==> src/rtl/datapath_ctrl.sv <==
// Instruction sequencer for the 8-register datapath.
// Captures a 9-bit instruction {op, rx, ry} on run while idle. It then drives
// the register file, A, G and bus control lines over one cycle (mv, mvi) or
// three cycles (add, xor, sub). The final cycle of each instruction pulses
// done. Every output is decoded from the state register and the instruction
// register only, so run and instr have no combinational path to any output.
module datapath_ctrl #(
    parameter int IW   = 9,
    parameter int SELW = 4
) (
    input  logic            clk,
    input  logic            resetn,
    input  logic            run,
    input  logic [IW-1:0]   instr,
    output logic [SELW-1:0] reg_x_num,
    output logic [SELW-1:0] reg_y_num,
    output logic [1:0]      AddXor,
    output logic            A_in,
    output logic            G_in,
    output logic            G_out,
    output logic            Extern,
    output logic            R_in,
    output logic            done,
    output logic            busy,
    output logic            illegal
);

    typedef enum logic [1:0] {
        S_IDLE = 2'd0,
        S_T1   = 2'd1,
        S_T2   = 2'd2,
        S_T3   = 2'd3
    } state_t;

    localparam logic [2:0] OP_MV  = 3'b000;
    localparam logic [2:0] OP_MVI = 3'b001;
    localparam logic [2:0] OP_ADD = 3'b010;
    localparam logic [2:0] OP_XOR = 3'b011;
    localparam logic [2:0] OP_SUB = 3'b100;

    state_t          r_state;
    state_t          w_next;
    logic [IW-1:0]   r_ir;
    logic            r_ill;

    logic [2:0]      w_op;
    logic [SELW-1:0] w_rx;
    logic [SELW-1:0] w_ry;
    logic [1:0]      w_alu_sel;
    logic            w_is_alu;

    // Opcodes 000..100 are defined; 101..111 are rejected at capture.
    function automatic logic op_legal(input logic [2:0] op);
        return (op <= OP_SUB);
    endfunction

    // Map the ALU opcodes onto the AddXor encoding (00 add, 01 xor, 10 sub).
    function automatic logic [1:0] alu_code(input logic [2:0] op);
        logic [1:0] code;
        case (op)
            OP_XOR:  code = 2'b01;
            OP_SUB:  code = 2'b10;
            default: code = 2'b00;
        endcase
        return code;
    endfunction

    assign w_op      = r_ir[8:6];
    assign w_rx      = SELW'(r_ir[5:3]);
    assign w_ry      = SELW'(r_ir[2:0]);
    assign w_is_alu  = (w_op == OP_ADD) || (w_op == OP_XOR) || (w_op == OP_SUB);
    assign w_alu_sel = alu_code(w_op);

    // State, instruction register and illegal-opcode flag.
    always_ff @(posedge clk) begin
        if (!resetn) begin
            r_state <= S_IDLE;
            r_ir    <= '0;
            r_ill   <= 1'b0;
        end else begin
            r_state <= w_next;
            r_ill   <= (r_state == S_IDLE) && run && !op_legal(instr[8:6]);
            if ((r_state == S_IDLE) && run) begin
                r_ir <= instr;
            end
        end
    end

    // Next-state selection and control-line decode from state and IR.
    always_comb begin
        w_next    = r_state;
        reg_x_num = '0;
        reg_y_num = '0;
        AddXor    = 2'b00;
        A_in      = 1'b0;
        G_in      = 1'b0;
        G_out     = 1'b0;
        Extern    = 1'b0;
        R_in      = 1'b0;
        done      = 1'b0;
        busy      = (r_state != S_IDLE);
        illegal   = r_ill;

        case (r_state)
            S_IDLE: begin
                if (run && op_legal(instr[8:6])) begin
                    w_next = S_T1;
                end
            end
            S_T1: begin
                if (w_op == OP_MV) begin
                    reg_x_num = w_rx;
                    reg_y_num = w_ry;
                    R_in      = 1'b1;
                    done      = 1'b1;
                    w_next    = S_IDLE;
                end else if (w_op == OP_MVI) begin
                    reg_x_num = w_rx;
                    Extern    = 1'b1;
                    R_in      = 1'b1;
                    done      = 1'b1;
                    w_next    = S_IDLE;
                end else if (w_is_alu) begin
                    reg_y_num = w_rx;
                    A_in      = 1'b1;
                    AddXor    = w_alu_sel;
                    w_next    = S_T2;
                end else begin
                    w_next    = S_IDLE;
                end
            end
            S_T2: begin
                reg_y_num = w_ry;
                G_in      = 1'b1;
                AddXor    = w_alu_sel;
                w_next    = S_T3;
            end
            S_T3: begin
                reg_x_num = w_rx;
                G_out     = 1'b1;
                R_in      = 1'b1;
                done      = 1'b1;
                AddXor    = w_alu_sel;
                w_next    = S_IDLE;
            end
            default: begin
                w_next = S_IDLE;
            end
        endcase
    end

endmodule
==> config.mk <==
export PLATFORM = sky130hd
export DESIGN_NAME = datapath_ctrl
export DESIGN_NICKNAME = d
export VERILOG_FILES = /design/src/rtl/datapath_ctrl.sv
export SDC_FILE = /design/constraint.sdc
export NUM_CORES = 1
export LEC_CHECK = 0
export CAP_MARGIN = 30
export CORE_ASPECT_RATIO = 1.2
export CORE_UTILIZATION = 34
export CTS_CLUSTER_SIZE = 24
export DETAILED_ROUTE_END_ITERATION = 10
export HOLD_SLACK_MARGIN = 0.06
export PLACE_DENSITY = 0.77
export SLEW_MARGIN = 5
export SYNTH_ARGS = -nofsm -noshare
export SYNTH_HDL_FRONTEND = slang
export SYNTH_SLANG_ARGS = --single-unit
==> constraint.sdc <==
create_clock -name clk -period 1.5 [get_ports clk]
set_input_delay 0.45 -clock clk [delete_from_list [all_inputs] [get_ports clk]]
set_output_delay 0.45 -clock clk [all_outputs]
set_load 0.01 [all_outputs]
==> impl_metrics.json <==
{
  "clock-sinks": 12,
  "end_kind": "output pin",
  "synthesis.area_um2": 749.5,
  "drc": 0,
  "cp.required_ns": 1.05,
  "cts_buffers": 3,
  "drt_first_pass_iters": 4,
  "die_x_um": 44.86,
  "cts_htree_levels": 1,
  "final_nets": 171,
  "violations": "setup timing",
  "chipHeight_um": 53.43,
  "synth-seq-area-share_pct": 32.05,
  "insertedDiodeCount": 0,
  "dp_hpwl_mm": 1.572,
  "dp_cells": 175,
  "final.setup.worst_slack_ns": -0.5069,
  "core_area_um2": 2072,
  "fin_cells": 182,
  "hold_viol_final": 0,
  "postRouteAntennaNets": 0,
  "cp_cell_sequence": "inv_4, ha_4, nor3b_4, buf_4, a21oi_4, o21ai_2, buf_2",
  "startpoint_type": "register",
  "vias_per_cell": 4.610,
  "ios": 30,
  "max_freq_mhz": 498.3,
  "place_congestion": 0.7452,
  "crit_arrival_ns": 1.56,
  "yosysWarnings": 0,
  "synth_cell_type_count": 29,
  "grt_pass1_vias": 817,
  "clockBufferDepth": 2,
  "crit_fanout": 4,
  "p_leak_nw": 0.6224,
  "hold_path_class": "reg2reg",
  "placed_area_um2": 1279,
  "ir_worst_vdd_mv": 0.6779,
  "path_delay_family": "buffers and inverters",
  "critical_path.slowest_cell": "dfxtp_4",
  "rows": 18,
  "grt_setup_unrepaired": "yes",
  "antenna_found_initial": 0,
  "clkTransAtPathRegs_ns": 0.07,
  "worst_hold_slack_ns": 0.4757,
  "slowest_delay_ns": 0.36,
  "period_needed_ns": 2.007,
  "drv_slew": 0,
  "tns_ns": -4.979,
  "critPathBufInv": 3,
  "ys_seq_elements": 12,
  "setup_violations": 15,
  "final_cell_mix": "25 x buf_4, 24 x nand2_1, 11 x clkdlybuf4s50_1, 10 x buf_2",
  "syn_area_per_cell_um2": 7.570,
  "track_usage_pct": 20.01,
  "grt_max_degree": 12,
  "vias": 839,
  "drv_cap": 0,
  "synth_cells": 99,
  "postLayoutCellArea_um2": 1344,
  "clock-skew-final_ns": 0.003593,
  "final_common_cell": "buf_4",
  "outcome": "finished, violations left",
  "wl_per_cell_um": 11.38,
  "drtIter0Drc": 3,
  "die-area_um2": 2397,
  "portBuffers": 27,
  "reg2reg_slack_ns": 0.08,
  "clockRootBuffer": "clkbuf_4",
  "layout-drive-gt1-share_pct": 43.42,
  "area_growth_pct": 79.30,
  "grt_pass1_wl_mm": 3.463,
  "clock_latency_ns": 0.26,
  "powerDensity_nw_per_um2": 779.3,
  "drt-total-wl_mm": 2.072,
  "crit_type": "reg2out",
  "cts_hold_buf": 0,
  "grt-ovfl-total": 0,
  "start_util_pct": 36.17,
  "fin_crit_sh_pct": 133.8,
  "tritoncts": "done"
}
## worst reg2reg max path: stages, from the launching register on
cell and delay [ns]:
dfxtp_4 0.37, inv_4 0.04, buf_4 0.13, ha_1 0.21, buf_4 0.14, o21ai_0 0.15, nor2_1 0.05, a31o_2 0.21
## Yosys cell counts, drive strengths merged
cell type	number	area, um2
nor3b	2	25.02
o21ai	6	30.02
o211ai	2	15.01
clkbuf	1	3.750
and2	4	25.02
nand2b	1	6.260
nor3	1	5.000
buf	4	27.52
nor2b	4	25.02
o22ai	1	6.260
a21oi	3	18.77
a21boi	9	67.56
a31o	1	8.760
inv	6	22.52
or2	1	6.260
dfxtp	12	240.2
a31oi	1	6.260
and3	1	6.260
a311oi	1	8.760
nand3	2	10.01
nor2	5	18.77
ha	5	62.56
conb	1	3.750
mux2i	1	10.01
nand2	24	90.09
## power breakdown
group / internal [mW] / leakage, nW / switching, mW
Combinational: 0.264 / 0.508 / 0.215
Clock: 0.0926 / 0.0138 / 0.0951
Sequential: 0.348 / 0.100 / 0.0325
## layout make-up
type,instances,area (um2)
clock buffer,3,22.52
fill,181,728.2
inverter,6,30.03
multi-input combinational,77,564.3
sequential,12,249.0
tap,30,37.54
timing repair buffer,54,440.4
## per-layer routing
metal | up-vias | GRT usage, % | share of wire (%)
met5 | - | 0 | 0
met4 | 0 | 14.14 | 2.9
met3 | 6 | 0 | 1.9
met2 | 20 | 36.27 | 53
met1 | 379 | 22.27 | 42
li1 | 434 | - | -
## path summary, 6_finish.rpt
kind	start	endpoint	cells after the start
min reg2reg	r_ir[0]	r_ir[0]	2
max	register	reg_y_num[2]	7
max reg2reg	register	r_state[0]	7
min	r_ir[0]	r_ir[0]	2
## stage by stage
| step | setup WS [ns] | utilization, % | power [mW] |
|---|---|---|---|
| floorplan | -0.02831 | - | 0.6034 |
| global placement | -0.4942 | 61.71 | 0.7960 |
| detailed placement | -0.5370 | 61.71 | 0.8097 |
| CTS | -0.5009 | 63.41 | 1.027 |
| global route | -0.5671 | 64.86 | 1.125 |
| finish | -0.5069 | 64.86 | 1.047 |
## cell families after synthesis
| family | count (synthesis) | share of synthesized area, % |
|---|---|---|
| AOI/OAI and AO/OA | 24 | 21.54 |
| adders and majority gates | 5 | 8.347 |
| buffers and inverters | 11 | 7.177 |
| DFF | 12 | 32.05 |
| muxes | 1 | 1.336 |
| other | 1 | 0.5004 |
| and+or+nand+nor | 45 | 29.05 |
## timing repair
item                                   4_1_cts  5_1_grt
endpoints found under the hold margin        0        0
gates resized for setup                     53       18
pin swaps                                    2        9
cloned                                       0        0
setup endpoints to repair                   16       16
buffers inserted                             2        2
## sequential cells by signal (all words and copies together) (netlist names), named ones only
| register | flops |
|---|---|
| illegal | 1 |
| r_ir | 9 |
| r_state | 1 |
(Power assumes the default switching activity.)
